$ cat src/rtl/mem_burst_master.sv
// mem_burst_master: initiator-side burst controller for a single-port data memory.
//
// Takes one burst command at a time and either streams words out of memory over a
// valid/ready read port or streams words into memory from a valid/ready write port.
// The memory writes synchronously when f_memwrite=1 and reads combinationally.
//
// Ports:
//   clk, rst                      clock, synchronous active-high reset
//   cmd_valid/cmd_ready           command handshake
//   cmd_write, cmd_base, cmd_len  burst direction, first word address, word count
//   rd_data/rd_valid/rd_ready     read stream to the consumer
//   wr_data/wr_valid/wr_ready     write stream from the producer
//   f_memwrite, addr, writedata   memory write enable, address, write data
//   readdata                      memory read data (combinational)
//   done                          one-cycle pulse when a burst completes
//   err                           one-cycle pulse when a command is rejected
//
// Optional feature: define MEM_BOUNDS_CHECK_EN to reject commands whose burst would run
// past MEM_DEPTH words. Without it, addresses wrap modulo 2^ADDR_W and err stays 0.

module mem_burst_master #(
  parameter int unsigned ADDR_W    = 13,
  parameter int unsigned DATA_W    = 32,
  parameter int unsigned LEN_W     = 6,
  parameter int unsigned MEM_DEPTH = 32
) (
  input  logic              clk,
  input  logic              rst,
  input  logic              cmd_valid,
  output logic              cmd_ready,
  input  logic              cmd_write,
  input  logic [ADDR_W-1:0] cmd_base,
  input  logic [LEN_W-1:0]  cmd_len,
  output logic [DATA_W-1:0] rd_data,
  output logic              rd_valid,
  input  logic              rd_ready,
  input  logic [DATA_W-1:0] wr_data,
  input  logic              wr_valid,
  output logic              wr_ready,
  output logic              f_memwrite,
  output logic [ADDR_W-1:0] addr,
  output logic [DATA_W-1:0] writedata,
  input  logic [DATA_W-1:0] readdata,
  output logic              done,
  output logic              err
);

  typedef enum logic [1:0] {StIdle, StRead, StDrain, StWrite} state_e;

  state_e              state_q;
  logic [ADDR_W-1:0]   ptr_q;
  logic [LEN_W-1:0]    cnt_q;
  logic [DATA_W-1:0]   rd_data_q;
  logic                rd_valid_q;
  logic                done_q;
  logic                err_q;

  logic [ADDR_W:0]     burst_end;
  logic                bounds_bad;
  logic                reject;
  logic                rd_free;
  logic                last;

  // One extra bit so base+len never wraps when compared against the depth.
  always_comb begin
    burst_end  = {1'b0, cmd_base} + (ADDR_W + 1)'(cmd_len);
    bounds_bad = (cmd_len != '0) && (burst_end > (ADDR_W + 1)'(MEM_DEPTH));
  end

`ifdef MEM_BOUNDS_CHECK_EN
  assign reject = bounds_bad;
`else
  logic unused_bounds;
  assign unused_bounds = bounds_bad;
  assign reject        = 1'b0;
`endif

  // Output register can take a new word when empty or being emptied this cycle.
  assign rd_free = !rd_valid_q || rd_ready;
  assign last    = (cnt_q == LEN_W'(1));

  assign cmd_ready  = (state_q == StIdle);
  assign wr_ready   = (state_q == StWrite);
  // Gated by rst so a reset cycle never lands a write at the same edge.
  assign f_memwrite = (state_q == StWrite) && wr_valid && !rst;
  assign writedata  = wr_data;
  assign addr       = ptr_q;
  assign rd_data    = rd_data_q;
  assign rd_valid   = rd_valid_q;
  assign done       = done_q;
  assign err        = err_q;

  always_ff @(posedge clk) begin
    if (rst) begin
      state_q    <= StIdle;
      ptr_q      <= '0;
      cnt_q      <= '0;
      rd_data_q  <= '0;
      rd_valid_q <= 1'b0;
      done_q     <= 1'b0;
      err_q      <= 1'b0;
    end else begin
      done_q <= 1'b0;
      err_q  <= 1'b0;
      unique case (state_q)
        StIdle: begin
          if (cmd_valid) begin
            if (reject) begin
              err_q <= 1'b1;
            end else begin
              ptr_q <= cmd_base;
              cnt_q <= cmd_len;
              if (cmd_len == '0) begin
                done_q <= 1'b1;
              end else if (cmd_write) begin
                state_q <= StWrite;
              end else begin
                state_q <= StRead;
              end
            end
          end
        end
        StRead: begin
          if (rd_free) begin
            rd_data_q  <= readdata;
            rd_valid_q <= 1'b1;
            ptr_q      <= ptr_q + 1'b1;
            cnt_q      <= cnt_q - 1'b1;
            if (last) state_q <= StDrain;
          end
        end
        StDrain: begin
          if (rd_valid_q && rd_ready) begin
            rd_valid_q <= 1'b0;
            done_q     <= 1'b1;
            state_q    <= StIdle;
          end
        end
        StWrite: begin
          if (wr_valid) begin
            ptr_q <= ptr_q + 1'b1;
            cnt_q <= cnt_q - 1'b1;
            if (last) begin
              done_q  <= 1'b1;
              state_q <= StIdle;
            end
          end
        end
      endcase
    end
  end

endmodule
$ cat config.mk
export PLATFORM = sky130hd
export DESIGN_NAME = mem_burst_master
export DESIGN_NICKNAME = d
export VERILOG_FILES = /design/src/rtl/mem_burst_master.sv
export SDC_FILE = /design/constraint.sdc
export NUM_CORES = 1
export LEC_CHECK = 0
export BUFFER_PORTS_ARGS = -buffer_cell sky130_fd_sc_hd__buf_4
export CORE_ASPECT_RATIO = 1.75
export CORE_MARGIN = 3
export CORE_UTILIZATION = 46
export DETAILED_ROUTE_END_ITERATION = 12
export MAX_ROUTING_LAYER = met4
export PLACE_DENSITY = 0.85
export SYNTH_ARGS = -nofsm -noshare
export SYNTH_HDL_FRONTEND = slang
export SYNTH_SLANG_ARGS = --single-unit
$ cat constraint.sdc
create_clock -name clk -period 2.95 [get_ports clk]
set_input_delay 0.295 -clock clk [delete_from_list [all_inputs] [get_ports clk]]
set_output_delay 0.295 -clock clk [all_outputs]
set_load 0.01 [all_outputs]
# Word level (Yosys, flattened, before mapping)
# Cells that the tools add are included.
[word_totals] regBits=55 out_inout_bits=83 word_cells=59
[op_classes] add_sub_neg=2 n_eq_ne=11 n_mux=26 n_reduce_logical=14
[ops] op="$mux 13" count=3
[ops] op="$pmux 13 s3" count=1
[ops] op="$mux 6" count=3
[ops] op="$pmux 6 s3" count=1
[ops] op="$mux 2" count=8
[ops] op="$add 13x1->13 const B" count=1
[ops] op="$ne 2x2->1 const B" count=6
[ops] op="$pmux 2 s4" count=1
[ops] op="$mux 1" count=7
[ops] op="$reduce_and 7->1" count=1
[ops] op="$eq 6x1->1 const B" count=1
[ops] op="$logic_not 6->1" count=1
[ops] op="$sub 6x1->6 const B" count=1
[ops] op="$eq 2x2->1 const B" count=2
[ops] op="$reduce_and 4->1" count=1
[ops] op="$logic_and 1x1->1" count=3
[ops] op="$pmux 1 s3" count=1
[ops] op="$reduce_and 3->1" count=1
[ops] op="$reduce_bool 3->1" count=1
[ops] op="$eq 2x1->1 const B" count=1
[ops] op="$logic_not 1->1" count=2
[ops] op="$logic_not 2->1" count=1
[ops] op="$ne 2x1->1 const B" count=1
[ops] op="$pmux 1 s2" count=1
[ops] op="3 further kinds" count=3

# Logic depth before layout (Yosys ltp)
# Gate-level depths: netlist of run 1.
[depth] ltp_word=4 mapped_depth=6 mapped_depth_nobuf=6

# Worst setup path after synthesis of run 1
# OpenSTA, ideal clock, no wires.
[synth_timing] path_type="reg-to-reg" from="reg ptr_q[0] (netlist: addr[0])" to="reg ptr_q[12] (netlist: addr[12])" arrival_time_ps=1628 required_time_ps=2877 setup_slack_ps=1249 stages_incl_launch_ff=6 period_less_slack_ps=1701 path_cell_list="dfxtp_1 -> ha_1 -> nand3_1 -> or4_1 -> or3_1 -> o211ai_2"
[synth_between] elab_chain_len=3 elab_cells_between_ends=4 classes_between="1 x add/sub; 3 x mux"
[synth_rtl] item="start, declared" line="51" text="logic [ADDR_W-1:0] ptr_q;"
[synth_rtl] item="start signal, assigned" line="111" text="ptr_q <= cmd_base;"
[synth_rtl] item="start signal, assigned" line="127" text="ptr_q <= ptr_q + 1'b1;"
[synth_rtl] item="start signal, assigned" line="141" text="ptr_q <= ptr_q + 1'b1;"
[synth_rtl] item="$add 13x1->13 (*)" line="127, 141"
[synth_rtl] item="$mux 13 (on tied branches)" line="140, 124"
[synth_rtl] item="$pmux 13 s3 (*)" line="105" text="unique case (state_q)"
# Every way passes the cells marked *; elsewhere a longest branch is shown, timed or not. The select of a mux whose other input is x is not followed.
# A chain may end at the register's enable or synchronous reset.

# Worst setup path after layout of run 1
[layout_timing] from="reg state_q[0]" to="out f_memwrite"
[layout_between] elab_chain_len=3
[layout_rtl] item="start, declared" line="50" text="state_e state_q;"
[layout_rtl] item="start signal, assigned" line="95" text="state_q <= StIdle;"
[layout_rtl] item="start signal, assigned" line="116" text="state_q <= StWrite;"
[layout_rtl] item="start signal, assigned" line="118" text="state_q <= StRead;"
[layout_rtl] item="$eq 2x2->1" line="85" text="assign f_memwrite = (state_q == StWrite) && wr_valid && !rst;"
[layout_rtl] item="$logic_and 1x1->1 (2 in series)" line="85"
[layout_rtl] item="end, declared" line="40" text="output logic f_memwrite,"
# Every way passes these cells.

==> metrics.md, run 1 <==
| Metric | Value |
|---|---|
| Worst EP arrival | 1.74 ns |
| Worst skew pair latency | 0.31 ns |
| GRT Resource Usage Total | 22.9% |
| Most used DFF post-synth | dfxtp_1 |
| Layout cells sized above 1 | slightly below 30% |
| Largest net degree at the start of global routing | 58 |
| Drt first pass iters | 4 |
| R2R Path Start | state_q[0] |
| Leak | 1.44 nW |
| Die ar. | 0.00704 mm² |
| Number of synthesized flops with an enable pin | 0 |
| Congestion Overflow GR | 0 |
| Asr flop ratio synth | 0% |
| Syn Area/Cell | 7.62 µm² |
| Critical Path RT | between 2 and 3 ns |
| # rows | 36 |
| Setup CP Type | flip-flop to primary output |
| Crit-path slowest cell | dfxtp_1 |
| Worst-path cell chain | inv_2 > nor2_1 > and3_1 > buf_4 |
| Unique masters post-synth | 46 |
| Gate power share | 27.2% |
| Initial core utilization | 48.5% |
| Slew margin rel. | around a third |
| CP Capture Type | primary output |
| Vias in the first global route | 2560 |
| MaxCap Viol Count | 0 |
| Port buffer count | 106 |
| Antenna violation net count after detailed routing | 0 |
| Clk_skew | 0.00444 ns |
| Reg2reg setup slack | 1.02 ns |
| Synthesis-stage register bit count | 55 |
| Hold Path End | rd_data[2] |
| Worst hold slack | between 0.2 and 0.25 ns |
| Max clock buf depth | 2 |
| CP startpoint kind | flip-flop |
| Internal Power | 1.42 mW |
| First-pass GRT wire length | approximately 12000 µm |
| HPWL Detailed | 5760 µm |
| Clk network pwr share | 28.3% |
| CTS clk-pin slew, worst paths | 0.09 ns |
| Hold_buf cts | 0 |
| Max-slew violation count | 0 |
| Power per cell area | 588 mW/mm² |
| Synth warnings | 0 |
| Hold Crit Class | primary input to flip-flop |
| CTS tree | yes |
| Via/cell ratio | 5.36 |
| HP Start | readdata[2] |
| Die height | 109 µm |
| Num CTS Buffers | 5 |
| Worst Max-Slew Pin Slew | between 1 and 1.5 ns |
| Fillers | 544 |
| Register area share after synthesis | 39.7% |
| Crit path time final | 2.04 ns |
| Flop pwr share | 44.5% |
| Net Sw Frac | between 30% and 40% |
| Max Fanout on Critical Path | 19 |
| Die W | 64.7 µm |
| Final hold vios | 0 |
| Unrepaired setup endpoints after global routing | false |
| Final wirelength | between 7000 and 8000 µm |
| Outcome | finished, final reports clean |
| Worst vdd ir | 338 µV |
| Switching power total | 0.629 mW |
| RR Endpoint | rd_data[25] |
| Syn Std Cell Area | 0.00278 mm² |
| Post-CTS sizing | 0 |
| Final Setup Violations | 0 |
| Placer Congestion | 0.914 |
| # DRC | 0 |
| Starting DRT DRC Count | 152 |
| Post-CTS Setup Bufs | 0 |
| Initial antenna violation count | 0 |
| IO Count | 172 |
| Synth-to-Final Area Change | 26.0% |
| R2R cell count | 4 |
| Clk root buf | clkbuf_8 |
| Final worst-path cycle share | between 60% and 70% |
| Post-Synthesis Cells | 364 |
| Net Count, Synth | 456 |
| Final antenna diode count | 0 |
| Max H-tree Level | 2 |
| Routed len/inst | 15.2 µm |
| Clk sink count | 55 |
| Vias | 2695 |
| Hold Path Depth | 3 |
| Core area | 0.00572 mm² |
| FMAX | 491 MHz |
| Layout Nets | 518 |
| Setup tns final | 0 ns |
| CP max stage delay | 0.51 ns |
## final cells by class
cell class                 count  area (µm²)  area share, %
clock buffer                   6        72.6           2.08
clock inverter                 2        60.1           1.72
inverter                       7        26.3          0.752
multi-input combinational    248        1320           37.8
sequential                    55        1100           31.5
tap                           76        95.1           2.72
timing repair buffer         109         818           23.4
## sequential cells by signal, indices dropped and copies added (netlist names)
register,count
rd_data,32
addr,13
cnt_q,6
state_q,2
done,1
rd_valid,1
## layer usage
metal | GRT usage [%] | vias up | routed length [µm]
met5 | - | - | 0
li1 | - | 1341 | -
met1 | 22.6 | 1222 | 2760
met4 | 16.2 | 0 | 482
met2 | 40.2 | 98 | 4010
met3 | 3.61 | 34 | 397
## synth_stat cells, types with 2 or more instances
master	count	share of area, %
nand2b_1	2	0.45
a221oi_1	2	0.63
nand2_1	86	12
o32ai_1	2	0.63
a22oi_1	4	1.1
buf_1	4	0.54
o21ai_0	16	2.9
or4_1	3	0.81
or3_1	3	0.68
a211oi_1	5	1.4
nor2_1	11	1.5
ha_1	3	1.4
o21a_1	3	0.81
buf_4	33	8.9
and3_1	3	0.68
clkbuf_1	10	1.4
nor4_1	4	0.90
nand3_1	10	1.8
nor2b_1	7	1.6
buf_2	7	1.3
nor3_1	5	0.90
inv_1	6	0.81
a21oi_1	47	8.5
dfxtp_1	55	40
and2_1	3	0.68
or2_2	2	0.45
o22ai_1	2	0.45
nand4_1	2	0.45
o2bb2ai_1	3	0.95
o211ai_1	5	1.4
## worst max path at each step
stage | to | depth (start not counted) | startpoint | slack (ns)
2_1_floorplan | addr[12] | 5 | addr[0] | 1.25
3_3_place_gp | rd_data[22] | 4 | state_q[0] | 1.08
3_5_place_dp | rd_data[17] | 4 | state_q[0] | 1.00
4_1_cts | f_memwrite | 4 | state_q[0] | 0.91
5_1_grt | rd_data[12] | 4 | state_q[0] | 0.73
6_report | f_memwrite | 4 | state_q[0] | 0.91
## cell families (layout without fill, tap and decap cells)
logic type	Yosys count	count (layout)	synth area share [%]
DFF	55	55	39.7
AOI/OAI and AO/OA	97	97	21.3
adders and majority gates	3	3	1.35
buffers and inverters	61	124	13.0
other	1	1	0.135
and+or+nand+nor	146	146	24.2
muxes	1	1	0.361
## placed cells by master (no fill, tap or decap), types with 4 or more instances in the layout
cell type / n
nor2_1: 11
o21ai_0: 16
a21oi_1: 47
clkbuf_8: 5
a211oi_1: 5
o211ai_1: 5
nor4_1: 4
inv_1: 6
nand2_1: 86
buf_4: 109
dfxtp_1: 55
nor2b_1: 7
nor3_1: 4
nand3_1: 10
a22oi_1: 4
## worst max-delay path, delay by kind of cell (launching register included)
family | cells | cell delay, ns
buffers and inverters | 2 | 0.35
flip-flops | 1 | 0.51
AND/OR/NAND/NOR | 2 | 0.56
## power groups by stage
stage	Clock, mW	Sequential, mW	Combinational [mW]
detailed placement	0	0.928	0.563
global placement	0	0.925	0.550
CTS	0.603	0.911	0.564
floorplan	0	0.933	0.351
finish	0.582	0.913	0.559
global route	0.632	0.927	0.627
## metrics by stage
| step | total power [mW] | utilization [%] | std cells | worst slack, ns | cell area, µm² |
|---|---|---|---|---|---|
| 6_report | 2.05 | 61.1 | 503 | 0.915 | 3500 |
| 5_1_grt | 2.19 | 61.1 | 503 | 0.734 | 3500 |
| 4_1_cts | 2.08 | 61.1 | 503 | 0.908 | 3500 |
| 3_5_place_dp | 1.49 | 58.8 | 495 | 1.00 | 3360 |
| 3_3_place_gp | 1.48 | 58.8 | 495 | 1.08 | 3360 |
| 2_1_floorplan | 1.28 | - | 364 | 1.25 | 2780 |
Power figures use the tool's default switching activity.
==> run 2: changes to the inputs <==
ABC_AREA = 1   (was unset)
CORE_UTILIZATION = 44   (was 46)
PLACE_DENSITY = 0.81   (was 0.85)
clock period = 1.9 ns   (was 2.95 ns; I/O delays follow)
==> run 2 against run 1 <==
  * Clock skew grew 0.0012 ns
  * Setup slack worse by 0.64 ns
  * Count of clock-buffer cells in the layout is the same
  * Register-to-register slack got worse by 0.75 ns
  * Largest power group is now combinational logic
  * Highest routed layer unchanged
==> metrics.md, run 2 <==
| Metric | Value |
|---|---|
| Outcome | finished, final reports clean |
| Flop pwr share | 35.1% (-9.4 points) |
| Placer Congestion | 0.835 (-8.6%) |
| Die height | 114 µm (+5.1%) |
| Starting DRT DRC Count | 121 (-20%) |
| Worst-path cell chain | ha_1 > nand2_1 > nor2_1 > nand3_1 > nand2_1 > nand3_1 > nand2_1 > a21oi_1 |
| Max H-tree Level | 2 (unchanged) |
| Crit path time final | 1.63 ns |
| MaxCap Viol Count | 0 (unchanged) |
| Clk sink count | 55 (unchanged) |
| Congestion Overflow GR | 0 (unchanged) |
| Unrepaired setup endpoints after global routing | false |
| Setup tns final | 0 ns (unchanged) |
| Port buffer count | 106 (unchanged) |
| Worst hold slack | 0.135 ns (-0.0891 ns) |
| Initial core utilization | 46.2% (-2.3 points) |
| Drt first pass iters | 4 (unchanged) |
| Synth Area in Compound Gates | 14.9% (-6.3 points) |
| Hold Crit Class | primary input to flip-flop |
| # DRC | 0 (unchanged) |
| Critical Path RT | 2.10 ns (-0.55 ns) |
| Synthesis-stage register bit count | 55 (unchanged) |
| Asr flop ratio synth | 0% (unchanged) |
| Layout cells sized above 1 | 29.2% (+0.19 points) |
| Die ar. | 0.00775 mm² (+10%) |
| Post-CTS Setup Bufs | 0 (unchanged) |
| Max clock buf depth | 2 (unchanged) |
| CTS clk-pin slew, worst paths | 0.10 ns (about the same) |
| Syn Area/Cell | 6.87 µm² (-9.9%) |
| RR Endpoint | addr[10] |
| Final hold vios | 0 (unchanged) |
| Number of synthesized flops with an enable pin | 0 (unchanged) |
| Gate power share | 52.5% (+25 points) |
| Setup CP Type | flip-flop to flip-flop |
| Ranking of synthesized cells by area | dfxtp_1, nor2_1, nand2_1 |
| Via/cell ratio | 5.06 (-5.6%) |
| Post-Synth Simple-Gate Area | 29.5% (+5.3 points) |
| Final worst-path cycle share | between 80% and 90% |
| Synth warnings | 0 (unchanged) |
| Vias | 2913 (+8.1%) |
| Worst EP arrival | 1.83 ns (+0.09 ns) |
| FMAX | 614 MHz |
| Layout Nets | 587 (+13%) |
| Mux cell area share after synthesis | 0.340% (-0.021 points) |
| Buf/Inv on CP | 0 (-2) |
| Die W | 67.9 µm (+4.9%) |
| CP max stage delay | 0.41 ns (-0.10 ns) |
| CP Depth | 8 (+4) |
| Net Sw Frac | 43.5% (+13 points) |
| Crit path max-delay family | simple AND/OR/NAND/NOR gates |
| Post-DP Area | 0.00352 mm² (+4.6%) |
| Xor-xnor portion of the synthesized cell area | 0.892% (+0.89 points) |
| Fillers | 652 (+20%) |
| Post-CTS sizing | 0 (unchanged) |
| Num CTS Buffers | 5 (unchanged) |
| Post-synth top cells | nor2_1, nand2_1, dfxtp_1 |
| First-pass GRT wire length | 11300 µm (-7.8%) |
| Most common cell in the netlist | nor2_1 |
| GRT Resource Usage Total | 18.8% (-4.1 points) |
| Net Count, Synth | 521 (+14%) |
| CP startpoint kind | flip-flop |
| Power per cell area | 1520 mW/mm² (+160%) |
| Hold_buf cts | 0 (unchanged) |
| Initial antenna violation count | 0 (unchanged) |
| Top cell type's share of synthesized area | 37.4% (-2.3 points) |
| Post-Synthesis Cells | 429 (+18%) |
| Post-synth top area cell | dfxtp_1 |
| Worst skew pair latency | 0.30 ns (about the same) |
| Internal Power | 3.11 mW (+120%) |
| PnR Total Power | 5.50 mW (+170%) |
| Critical Path End | addr[10] |
| Syn Std Cell Area | 0.00295 mm² (+6.2%) |
| Unique masters post-synth | 31 (-33%) |
| IO Count | 172 (unchanged) |
| # rows | 38 (+5.6%) |
| Largest net degree at the start of global routing | 33 (-43%) |
| Clk_skew | 0.00566 ns (+0.00122 ns) |
| Synth Area in Adders | 1.27% (-0.079 points) |
| Crit-path slowest cell | dfxtp_1 |
| CP Capture Type | flip-flop |
| Leak | 1.68 nW (+17%) |
| Reg2reg setup slack | 0.27 ns (-0.75 ns) |
| Clk root buf | clkbuf_8 |
| Most common cell after layout, fill and taps aside | buf_4 |
| Core area | 0.00637 mm² (+11%) |
| Final instance area | 0.00362 mm² (+3.5%) |
| Most used DFF post-synth | dfxtp_1 |
| Register area share after synthesis | 37.4% (-2.3 points) |
| Max FFs per register | 32 (unchanged) |
| Max Fanout on Critical Path | 6 (-13) |
| CP dominant cell by count | nand2_1 |
| R2R Path Start | addr[0] |
| Final wirelength | 7260 µm (-5.1%) |
| Final antenna diode count | 0 (unchanged) |
| CTS tree | yes |
| Main combinational cell family by area after synthesis | simple AND/OR/NAND/NOR gates |
| Worst vdd ir | 742 µV (+120%) |
| Final Setup Violations | 0 (unchanged) |
| Most frequent cells in the layout | buf_4, nor2_1, nand2_1 |
| Clk network pwr share | 12.3% (-16 points) |
| Routed len/inst | 12.6 µm (-17%) |
| Switching power total | 2.39 mW (+280%) |
| R2R cell count | 8 (+4) |
| Core Util, Final | 56.8% (-4.3 points) |
| Antenna violation net count after detailed routing | 0 (unchanged) |
| Synth-to-Final Area Change | 22.8% |
| HPWL Detailed | 5620 µm (-2.5%) |
| Max-slew violation count | 0 (unchanged) |
| CP Launch Point | addr[0] |
| Vias in the first global route | 2689 (+5.0%) |
==> run 2: cell count changes after synthesis, sizes merged, moves of 5 or more <==
| cell | change |
|---|---|
| a21oi | -25 |
| o211ai | -6 |
| a211oi | -5 |
| inv | +17 |
| nand2 | -5 |
| o21ai | +38 |
| nor2 | +96 |
| nor2b | -6 |
==> run 2: worst min path at each step <==
stage | from | endpoint | slack, ns | cells past startpoint
5_1_grt | readdata[9] | rd_data[9] | 0.14 | 3
3_5_place_dp | wr_data[13] | writedata[13] | 0.38 | 0
3_3_place_gp | wr_data[13] | writedata[13] | 0.38 | 0
4_1_cts | readdata[24] | rd_data[24] | 0.12 | 3
2_1_floorplan | rst | addr[5] | 0.25 | 1
6_report | readdata[24] | rd_data[24] | 0.14 | 3
==> run 2: cell type report <==
class | count | area [µm²] | area share [%]
clock inverter | 2 | 16.3 | 0.450
tap | 80 | 100 | 2.77
multi-input combinational | 297 | 1390 | 38.3
timing repair buffer | 112 | 841 | 23.2
clock buffer | 6 | 82.6 | 2.28
inverter | 24 | 90.1 | 2.49
sequential | 55 | 1100 | 30.4
==> run 2: power groups by stage <==
stage	combinational, mW	sequential, mW	clock (mW)
after detailed placement	2.91	1.96	0
after CTS	2.92	1.93	0.709
after global routing	3.23	2.00	0.747
after global placement	2.83	1.94	0
final	2.89	1.93	0.677
after floorplan	1.97	2.05	0
==> run 2: cells by family after synthesis <==
kind of cell / after synthesis
DFF: 55
adders and majority gates: 3
and+or+nand+nor: 210
AOI/OAI and AO/OA: 79
other: 1
xor gates and xnor gates: 3
muxes: 1
buffers and inverters: 77
==> run 2: layer usage <==
| metal | vias up | track usage (%) | share of wire (%) |
|---|---|---|---|
| met5 | - | - | 0 |
| met2 | 106 | 35.5 | 54 |
| met3 | 30 | 3.24 | 7.4 |
| met1 | 1316 | 17.8 | 36 |
| met4 | 0 | 8.23 | 2.8 |
| li1 | 1461 | - | - |
==> run 2: metrics by stage <==
step | setup slack, ns | cells
floorplan | 0.436 | 429
global placement | 0.394 | 568
detailed placement | 0.321 | 568
CTS | 0.291 | 576
global route | 0.0357 | 576
finish | 0.271 | 576
==> run 2: tightest hold or removal path, stage by stage <==
cell and delay, ns:
buf_4 0.07, o21ai_0 0.07, nor2_1 0.07
